--- src/rtl/pc_seq.sv ---
// pc_seq: fetch-stage program-counter sequencer.
// BOOT/RUN/TRAP control with stall, relative branch and absolute jump.
// A jump or branch whose target is misaligned sends the sequencer into TRAP
// instead of loading that target.
// Optional feature: define PC_SEQ_RETIRE_CNT_EN to add the 32-bit retire_cnt
// output, which counts the RUN cycles that advance without trapping.
module pc_seq #(
    parameter int              XLEN       = 32,
    parameter logic [XLEN-1:0] RESET_VEC  = '0,
    parameter logic [XLEN-1:0] TRAP_VEC   = XLEN'(32'h0000_0100),
    parameter int              INC        = 4,
    parameter int              ALIGN_BITS = 2
) (
    input  logic            clk,
    input  logic            rst_n,       // active-high async reset
    input  logic            stall,
    input  logic            br_taken,
    input  logic [XLEN-1:0] br_offset,
    input  logic            jmp,
    input  logic [XLEN-1:0] jmp_target,
    input  logic            trap_clr,
    output logic [XLEN-1:0] pc,
    output logic [XLEN-1:0] pc_next,
    output logic            pc_valid,
    output logic            trap,
    output logic [XLEN-1:0] trap_epc,
    output logic [1:0]      state
`ifdef PC_SEQ_RETIRE_CNT_EN
    ,
    output logic [31:0]     retire_cnt
`endif
);

    // Low target bits that must be clear. A mask of zero (ALIGN_BITS == 0)
    // turns the alignment check off without needing a zero-width slice.
    localparam logic [XLEN-1:0] ALIGN_MASK =
        (ALIGN_BITS == 0) ? '0 : XLEN'((64'd1 << ALIGN_BITS) - 64'd1);
    localparam logic [XLEN-1:0] INC_V = XLEN'(INC);

    typedef enum logic [1:0] {
        ST_BOOT = 2'b00,
        ST_RUN  = 2'b01,
        ST_TRAP = 2'b10,
        ST_BAD  = 2'b11
    } st_t;

    typedef struct packed {
        logic            req;
        logic [XLEN-1:0] target;
    } redir_t;

    st_t             st_q, st_d;
    redir_t          redir;
    logic            misalign;
    logic [XLEN-1:0] pc_d;
    logic [XLEN-1:0] epc_d;
    logic            retire_ok;

    // Sequential successor. It wraps modulo 2^XLEN and is never alignment checked.
    assign pc_next = pc + INC_V;
    assign state   = st_q;

    // Redirect target: jmp beats br_taken, and the branch sum wraps modulo 2^XLEN.
    always_comb begin
        redir.req    = jmp | br_taken;
        redir.target = jmp ? jmp_target : (pc + br_offset);
        misalign     = redir.req && ((redir.target & ALIGN_MASK) != '0);
    end

    // Next-state, next-pc and status outputs.
    always_comb begin
        st_d      = st_q;
        pc_d      = pc;
        epc_d     = trap_epc;
        retire_ok = 1'b0;
        pc_valid  = 1'b0;
        trap      = 1'b0;
        case (st_q)
            ST_BOOT: begin
                // pc holds the reset vector for one cycle; requests are ignored.
                st_d = ST_RUN;
            end
            ST_RUN: begin
                pc_valid = 1'b1;
                // A stall also drops any jmp or branch; the requester must hold it.
                if (!stall) begin
                    if (misalign) begin
                        st_d  = ST_TRAP;
                        pc_d  = TRAP_VEC;
                        epc_d = pc;
                    end else begin
                        pc_d      = redir.req ? redir.target : pc_next;
                        retire_ok = 1'b1;
                    end
                end
            end
            ST_TRAP: begin
                trap = 1'b1;
                // pc stays at TRAP_VEC, so the first handler fetch is TRAP_VEC itself.
                if (trap_clr) st_d = ST_RUN;
            end
            default: begin
                // Encoding 11 should never be reached; recover through BOOT.
                st_d = ST_BOOT;
            end
        endcase
    end

    // State, pc and exception-pc registers. Reset acts at once, without a clock edge.
    always_ff @(posedge clk or posedge rst_n) begin
        if (rst_n) begin
            st_q     <= ST_BOOT;
            pc       <= RESET_VEC;
            trap_epc <= '0;
        end else begin
            st_q     <= st_d;
            pc       <= pc_d;
            trap_epc <= epc_d;
        end
    end

`ifdef PC_SEQ_RETIRE_CNT_EN
    // Retired-fetch counter: RUN cycles that are not stalled and do not trap.
    always_ff @(posedge clk or posedge rst_n) begin
        if (rst_n)          retire_cnt <= '0;
        else if (retire_ok) retire_cnt <= retire_cnt + 32'd1;
    end
`else
    logic unused_retire;
    assign unused_retire = retire_ok;
`endif

endmodule

--- config.mk ---
export PLATFORM = sky130hd
export DESIGN_NAME = pc_seq
export DESIGN_NICKNAME = d
export VERILOG_FILES = /design/src/rtl/pc_seq.sv
export SDC_FILE = /design/constraint.sdc
export NUM_CORES = 1
export LEC_CHECK = 0
export ABC_CLOCK_PERIOD_IN_PS = 7080
export BUFFER_PORTS_ARGS = -buffer_cell sky130_fd_sc_hd__buf_2
export CORE_MARGIN = 2
export CORE_UTILIZATION = 45
export CTS_BUF_LIST = sky130_fd_sc_hd__clkbuf_4 sky130_fd_sc_hd__clkbuf_8 sky130_fd_sc_hd__clkbuf_16
export DETAILED_ROUTE_END_ITERATION = 16
export PLACE_DENSITY = 0.8
export SYNTH_ARGS = -nofsm -noshare
export SYNTH_HDL_FRONTEND = slang
export SYNTH_SLANG_ARGS = --single-unit
export TNS_END_PERCENT = 1
--- constraint.sdc ---
create_clock -name clk -period 7.08 [get_ports clk]
set_input_delay 0 -clock clk [delete_from_list [all_inputs] [get_ports clk]]
set_output_delay 0 -clock clk [all_outputs]
set_load 0.01 [all_outputs]
# == Word level (Yosys, flattened, before mapping) ==
# Cells that the tools add are included.
# word_totals
register_bits,66
input_bits,70
# classes
addsub,2
eq_ne,5
n_mux,9
bitwise_logic,2
reduce_logical,6
# op_table
op,count
$mux 32,3
$add 32x3->32 const B,1
$add 32x32->32,1
$reduce_bool 32->1,1
$mux 2,3
$ne 2x2->1 const B,3
$pmux 2 s3,1
$reduce_and 3->1,2
$eq 2x1->1 const B,1
$eq 2x2->1 const B,1
$logic_not 2->1,1
$mux 1,2
$reduce_and 2->1,1
$logic_and 1x1->1,1
$not 1->1,1
$or 1x1->1,1

# == Depth between registers and ports, before layout ==
# Gate-level depths: netlist of run 1.
# logic_depth
depth_word,7
ltp_mapped,12

# == Least setup slack after synthesis of run 1 ==
# No wires, ideal clock.
# synth_path
path_type,register to register
startpoint,reg pc[14]
endpoint,reg pc[31]
setup_ns,0.126
arrival_ns,2.385
slack_ns,4.569
path_stages_with_launch,10
period_less_slack_ns,2.511
cell_sequence,dfrtp_1 > ha_1 > and3_1 > and3_1 > a22oi_2 > a21oi_1 > a211oi_1 > nor3_1 > or2_0 > a311o_1
# synth_via
elab_chain_len,4
elab_cells_between_ends,5
classes_between,add/sub: 2; mux: 3
# synth_rtl
element,line_no,source
start: declaration,22,"output logic [XLEN-1:0] pc,"
start signal: assignment,117,pc <= pc_d;
$add 32x32->32,66,redir.target = jmp ? jmp_target : (pc + br_offset);
$mux 32,66,
$mux 32 (*),92,pc_d = redir.req ? redir.target : pc_next;
$mux 32 (*),87,if (misalign) begin
# Mark *: on every way between the ends. The rest lies on a longest branch, timed or not.
# A chain may end at the register's enable or synchronous reset.

# == Final worst setup path of run 1 ==
# layout_path
startpoint,reg pc[0]
endpoint,reg trap_epc[25]
# layout_via
elab_chain_len,5
# layout_rtl
element,line_no,source
$add 32x32->32,66,
$mux 32,66,
$reduce_bool 32->1,67,misalign = redir.req && ((redir.target & ALIGN_MASK) != '0);
$logic_and 1x1->1,67,
$reduce_and 3->1 (no source line),n/a,
end signal: assignment,118,trap_epc <= epc_d;
end: declaration,26,"output logic [XLEN-1:0] trap_epc,"
# Every way passes these cells.

==> results of run 1 <==
==> registers in the layout, summed over array words and instances (netlist names) <==
name,count
pc,32
state,2
trap_epc,32
==> worst paths after layout <==
| kind | start | depth (start not counted) | to |
|---|---|---|---|
| setup reg to reg | pc[0] | 9 | trap_epc[25] |
| setup / recovery | pc[0] | 9 | trap_epc[25] |
| hold / removal | jmp_target[4] | 3 | pc[4] |
| max in group asynchronous | rst_n | 4 | trap_epc[4] |
| min in group asynchronous | rst_n | 4 | trap_epc[29] |
| hold reg to reg | trap_epc[21] | 2 | trap_epc[21] |
==> critical path: stages, from the launching register on <==
cell and delay, ns:
dfrtp_1 0.41, ha_1 0.23, inv_1 0.09, fa_1 0.42
inv_1 0.06, o21ai_0 0.07, o21ai_1 0.52, nand2_1 0.59
buf_4 0.43, mux2_2 0.31
==> cell families after synthesis <==
| kind of cell | synth area share (%) |
|---|---|
| AOI/OAI and AO/OA | 23.74 |
| DFF | 31.12 |
| buffers and inverters | 3.961 |
| and+or+nand+nor | 18.84 |
| xor gates and xnor gates | 7.758 |
| muxes | 6.649 |
| adders and majority gates | 7.923 |
==> metrics by stage <==
| stage | setup slack [ns] | area, um^2 |
|---|---|---|
| after floorplan | 4.569 | 5306 |
| after global placement | 3.964 | 6248 |
| after detailed placement | 3.860 | 6248 |
| after CTS | 3.869 | 6755 |
| after global routing | 3.644 | 6755 |
| final | 3.816 | 6755 |
==> synth_stat cells, types with 6 or more instances <==
cell type,count,share of area [%]
xor2_1,16,2.6
and3_1,7,0.83
clkbuf_1,18,1.3
nand4_1,8,0.94
o221ai_1,8,1.3
o31ai_1,6,0.85
nand2_1,69,4.9
nand2b_1,6,0.71
o211ai_1,7,0.99
o21ai_0,39,3.7
a211oi_1,8,1.1
mux2_2,26,5.5
nor2_1,46,3.3
a21oi_1,42,4.0
o21ai_1,8,0.75
a21o_1,11,1.6
dfrtp_1,66,31
nand3_1,17,1.6
nor3_1,12,1.1
inv_1,23,1.6
ha_1,32,7.5
xnor2_1,31,5.1
mux2i_1,6,1.1
==> power by group <==
group	leakage [nW]	switching, mW	total [mW]	internal [mW]
sequential	0.857	0.175	0.685	0.510
clock	0.163	0.180	0.529	0.349
combinational	2.38	0.661	1.16	0.499
==> layer usage <==
| metal | vias up | routed length (um) |
|---|---|---|
| met5 | - | 0 |
| met4 | 0 | 635 |
| met3 | 54 | 1658 |
| met2 | 335 | 8019 |
| met1 | 2663 | 7393 |
| li1 | 2606 | - |
==> timing repair <==
action,in CTS,in global routing
hold buffers,16,0
endpoints found under the hold margin,81,0
endpoints found under the setup margin,0,0
==> cell type report <==
cell class | instances | area, um^2
Clock buffer | 10 | 232.7
Clock inverter | 6 | 113.9
Fill cell | 1007 | 4712
Inverter | 24 | 90.09
Multi-Input combinational cell | 497 | 3445
Sequential cell | 66 | 1652
Tap cell | 143 | 178.9
Timing Repair Buffer | 190 | 1044
==> results.sh, run 1 <==
export IMPL_crit_path_start_kind="register"
export IMPL_fin_crit_sh_pct=46.10
export IMPL_stdcell_count=936
export IMPL_rrSetupSlack_ns=3.82
export IMPL_nets=891
export IMPL_status="finished, violations left"
export IMPL_drt_total_wl_mm=17.71
export IMPL_clock_latency_ns=0.34
export IMPL_hold_class="in2reg"
export IMPL_cts_buffers=9
export IMPL_grt_usage_pct=27.84
export IMPL_grt_overflow=0
export IMPL_row_count=39
export IMPL_violations="negative hold slack"
export IMPL_io_pins=170
export IMPL_fp_dieW_um=112.6
export IMPL_ys_types=75
export IMPL_fin_util_pct=58.91
export IMPL_htree_levels=3
export IMPL_grt_pass1_vias=5333
export IMPL_antenna_left=0
export IMPL_finClkSkew_ns=0.006580
export IMPL_numClockSinks=66
export IMPL_core_area_um2=11470
export IMPL_routabilityCongestion=1.002
export IMPL_end_kind="register"
export IMPL_min_period_ns=3.264
export IMPL_drtPass1Iterations=5
export IMPL_wl_per_cell_um=18.92
export IMPL_dp_hpwl_mm=12.93
export IMPL_vias=5658
export IMPL_worstMarginPinSlew_ns=0.8499
export IMPL_syn_to_final_growth_pct=27.30
export IMPL_critPathKind="reg2reg"
export IMPL_vdd_drop_max_v=0.0002251
export IMPL_layout_drive_gt1_share_pct=30.01
export IMPL_p_leak_nw=3.400
export IMPL_hold_violations=1
export IMPL_cts_resized=0
export IMPL_fin_setup_tns_ns=0
export IMPL_antenna_found_initial=0
export IMPL_syn_inst=614
export IMPL_drt_iter0_drc=584
export IMPL_async_flop_share_pct=100.0
export IMPL_synth_avg_cell_area_um2=8.642
export IMPL_p_per_area_nw_per_um2=351.3
export IMPL_clockRootBuffer="clkbuf_16"
export IMPL_ys_warn_count=0
export IMPL_final_cell_mix="buf_2 (169), nand2_1 (69), dfrtp_1 (66), nor2_1 (46), a21oi_1 (42)"
export IMPL_top_usage_layer="met2"
export IMPL_fp_dieArea_um2=12680
export IMPL_die_y_um=112.6
export IMPL_max_slew_margin_pct=43.34
export IMPL_synth_fp_nets=717
export IMPL_critPathMaxFanout=24
export IMPL_arrival_ns=3.48
export IMPL_via_per_inst=6.045
export IMPL_postCtsSetupBuffers=0
export IMPL_initial_utilization_pct=46.27
export IMPL_place_inst=904
export IMPL_synth_top_flop_cell="dfrtp_1"
export IMPL_drc=0
export IMPL_grt_pass1_wl_mm=27.92
export IMPL_hold_slack_ns=-0.00003023
export IMPL_clk_pin_slew_ns=0.06
export IMPL_finalPower_mw=2.373
export IMPL_drv_cap=0
export IMPL_grt_max_degree=67
export IMPL_synth_seq_cells=66
export IMPL_rsz0062_at_grt="no"
export IMPL_port_buffers=169
export IMPL_use_met1_pct=38.55
export IMPL_use_met2_pct=44.11
export IMPL_clk_path_buf_depth=2
export IMPL_ys_seq_area_share_pct=31.12
export IMPL_required_ns=7.30
export IMPL_cts_tree="built"
export IMPL_grt_use_met3_pct=3.996
export IMPL_drv_slew=0
export IMPL_diodes=0
export IMPL_layout_commonest_cell="buf_2"
export IMPL_synth_edff_count=0
export IMPL_max_freq_mhz=306.4
export IMPL_syn_area_um2=5306
export IMPL_setup_viol=0
Power figures use the tool's default switching activity.
==> run 2, diff against run 1 <==
Settings changed: ABC_AREA from default to 1, ABC_CLOCK_PERIOD_IN_PS 7080 to 3000, PLACE_DENSITY 0.8 to 0.81.
Clock period 7.08 ns to 3 ns, I/O delays scaled along.
==> run 2 against run 1 <==
- the run now ends clean
- first-iteration DRC count up 23%
- maximum frequency increased by 31%
- register-to-register slack got worse by 3.3 ns
- combinational power grew to 3.4 times the previous value
- core utilization decreased by 1.8 points
- critical path depth grew 1
- clock skew increased by 0.0041 ns
- hold slack better by 0.0067 ns
- clock power increased by 95%
- via count up 22%
- highest routed layer unchanged
- largest cell class unchanged
- total power rose to 2.9 times the previous value
==> results.sh, run 2 <==
export IMPL_cts_buffers=9
export IMPL_antenna_left=0
export IMPL_ys_warn_count=0
export IMPL_async_flop_share_pct=100.0
export IMPL_clk_path_buf_depth=2
export IMPL_critPathKind="reg2reg"
export IMPL_synth_edff_count=0
export IMPL_fp_dieW_um=118.9
export IMPL_hold_violations=0
export IMPL_antenna_found_initial=0
export IMPL_arrival_ns=2.75
export IMPL_ys_top_cells_by_area="dfrtp_1 (28%), nand2_1 (19%), inv_1 (8.7%)"
export IMPL_p_leak_nw=4.217
export IMPL_synth_seq_cells=66
export IMPL_synth_fp_nets=1046
export IMPL_port_buffers=169
export IMPL_nets=1218
export IMPL_final_cell_mix="nand2_1 (303), buf_2 (169), inv_1 (137), nor2_1 (84), dfrtp_1 (66)"
export IMPL_cts_tree="built"
export IMPL_syn_area_um2=5937
export IMPL_slowest_stage="fa_1"
export IMPL_stdcell_count=1292
export IMPL_synth_top_area_share_pct=27.82
export IMPL_postCtsSetupBuffers=0
export IMPL_setup_viol=0
export IMPL_vdd_drop_max_v=0.0003047
export IMPL_synthTopCellsByCount="nand2_1 (303), inv_1 (138), nor2_1 (84), dfrtp_1 (66), o21ai_0 (61)"
export IMPL_htree_levels=3
export IMPL_min_period_ns=2.501
export IMPL_rsz0062_at_grt="no"
export IMPL_grt_pass1_wl_mm=32.09
export IMPL_drc=0
export IMPL_drt_iter0_drc=717
export IMPL_path_cells="ha_1, inv_1, fa_1, inv_1, o21ai_1, nand2_2, nand2_2, buf_4, nand2_1, o21ai_0"
export IMPL_syn_inst=943
export IMPL_hold_class="in2reg"
export IMPL_crit_path_start_kind="register"
export IMPL_fin_setup_tns_ns=0
export IMPL_cp_slowest_stage_delay_ns=0.48
export IMPL_ys_seq_area_share_pct=27.82
export IMPL_max_freq_mhz=399.9
export IMPL_routabilityCongestion=0.9811
export IMPL_end_kind="register"
export IMPL_p_per_area_nw_per_um2=928.4
export IMPL_finClkSkew_ns=0.01071
export IMPL_place_inst=1272
export IMPL_worstMarginPinSlew_ns=0.8307
export IMPL_synth_most_common_cell="nand2_1"
export IMPL_ys_types=36
export IMPL_synth_avg_cell_area_um2=6.296
export IMPL_io_pins=170
export IMPL_layout_drive_gt1_share_pct=20.45
export IMPL_drv_slew=0
export IMPL_fp_dieArea_um2=14130
export IMPL_core_area_um2=12770
export IMPL_clk_pin_slew_ns=0.06
export IMPL_fillerInstances=1263
export IMPL_die_y_um=118.9
export IMPL_drtPass1Iterations=5
export IMPL_numClockSinks=66
export IMPL_layout_commonest_cell="nand2_1"
export IMPL_clock_latency_ns=0.34
export IMPL_fin_crit_sh_pct=83.35
export IMPL_status="finished, final reports clean"
export IMPL_cp_top_family="adder cells"
export IMPL_grt_overflow=0
export IMPL_max_slew_margin_pct=44.28
export IMPL_worst_path_buf_inv=3
export IMPL_dp_hpwl_mm=16.49
export IMPL_critPathMaxFanout=27
export IMPL_initial_utilization_pct=46.48
export IMPL_diodes=0
export IMPL_row_count=41
export IMPL_synth_top_flop_cell="dfrtp_1"
export IMPL_grt_usage_pct=28.86
export IMPL_via_per_inst=5.364
export IMPL_grt_max_degree=37
export IMPL_clockRootBuffer="clkbuf_16"
export IMPL_vias=6930
export IMPL_drv_cap=0
export IMPL_required_ns=3.25
export IMPL_syn_to_final_growth_pct=22.80
export IMPL_wl_per_cell_um=15.81
export IMPL_drt_total_wl_mm=20.42
export IMPL_synth_top_area_cell="dfrtp_1"
export IMPL_grt_pass1_vias=6345
run 2: cell types whose count changed in the layout (fill, tap and decap cells not counted), sizes merged, moves of 7 or more:
cell         change
dlygate4sd3     -12
and3             -7
xor2            +10
mux2            -22
xnor2           -27
nor2            +50
nand3           +39
nand2          +243
a21o             -8
o211ai           -8
inv            +119
o31ai            -7
a211oi           -9
o21ai           +19
run 2: layout make-up:
type                    instances  area [um^2]  share of cell area, %
inverters                     145        546.8                  7.500
well taps                     172        215.2                  2.952
clock buffers                  10        232.7                  3.192
multi-input cells             712         3641                  49.94
clock inverters                 6        57.56                 0.7894
flip-flops and latches         66         1652                  22.65
repair buffers                181        945.9                  12.97
run 2: report_power, final:
group | internal (mW) | switching [mW]
sequential | 1.24 | 0.505
combinational | 1.42 | 2.57
clock | 0.645 | 0.387
run 2: final timing paths:
path | startpoint | slack, ns | to | depth (start not counted)
worst max-delay path | pc[0] | 0.50 | trap_epc[19] | 10
worst min-delay path | jmp_target[8] | 0.007 | pc[8] | 3
worst max register to register | pc[0] | 0.50 | trap_epc[19] | 10
worst min register to register | trap_epc[3] | 0.48 | trap_epc[3] | 2
max in group asynchronous | rst_n | 1.75 | trap_epc[21] | 4
min in group asynchronous | rst_n | 0.36 | pc[30] | 3
run 2: kinds of logic after synthesis:
kind of cell | count (synthesis) | share of synthesized area, %
xor gates and xnor gates | 30 | 4.426
DFF | 66 | 27.82
buffers and inverters | 165 | 10.85
adders and majority gates | 33 | 7.081
muxes | 4 | 0.7586
and+or+nand+nor | 501 | 35.85
AOI/OAI and AO/OA | 144 | 13.21
run 2: worst reg2reg max path, stage by stage (launching register included):
cell	delay, ns
dfrtp_1	0.38
ha_1	0.20
inv_1	0.09
fa_1	0.48
inv_1	0.04
o21ai_1	0.20
nand2_2	0.14
nand2_2	0.36
buf_4	0.33
nand2_1	0.09
o21ai_0	0.09
run 2: routing by layer:
metal	part of all wire, %	track usage (%)	wire length (um)	vias up
met3	8.7	3.257	1768	50
met4	3.5	12.28	706	0
li1	-	-	-	3354
met1	43	39.53	8709	3117
met2	45	46.23	9238	409
met5	0	0	0	-
run 2: timing repair:
item,CTS,global route
hold endpoints to repair,39,0
hold buffers,4,0
resized for setup,0,0
endpoints found under the setup margin,0,0
run 2: metrics by stage:
| step | hold WS [ns] | area, um^2 | setup WS, ns | power (mW) | utilization (%) |
|---|---|---|---|---|---|
| after CTS | 0.003280 | 7291 | 0.5490 | 6.688 | 57.08 |
| after global routing | 0.05826 | 7291 | 0.2790 | 7.282 | 57.08 |
| after global placement | 0.1953 | 6960 | 0.6914 | 5.571 | 54.49 |
| after floorplan | 0.1543 | 5937 | 0.7987 | 4.200 | - |
| after detailed placement | 0.1914 | 6960 | 0.6033 | 5.641 | 54.49 |
| final | 0.006669 | 7291 | 0.4994 | 6.769 | 57.08 |
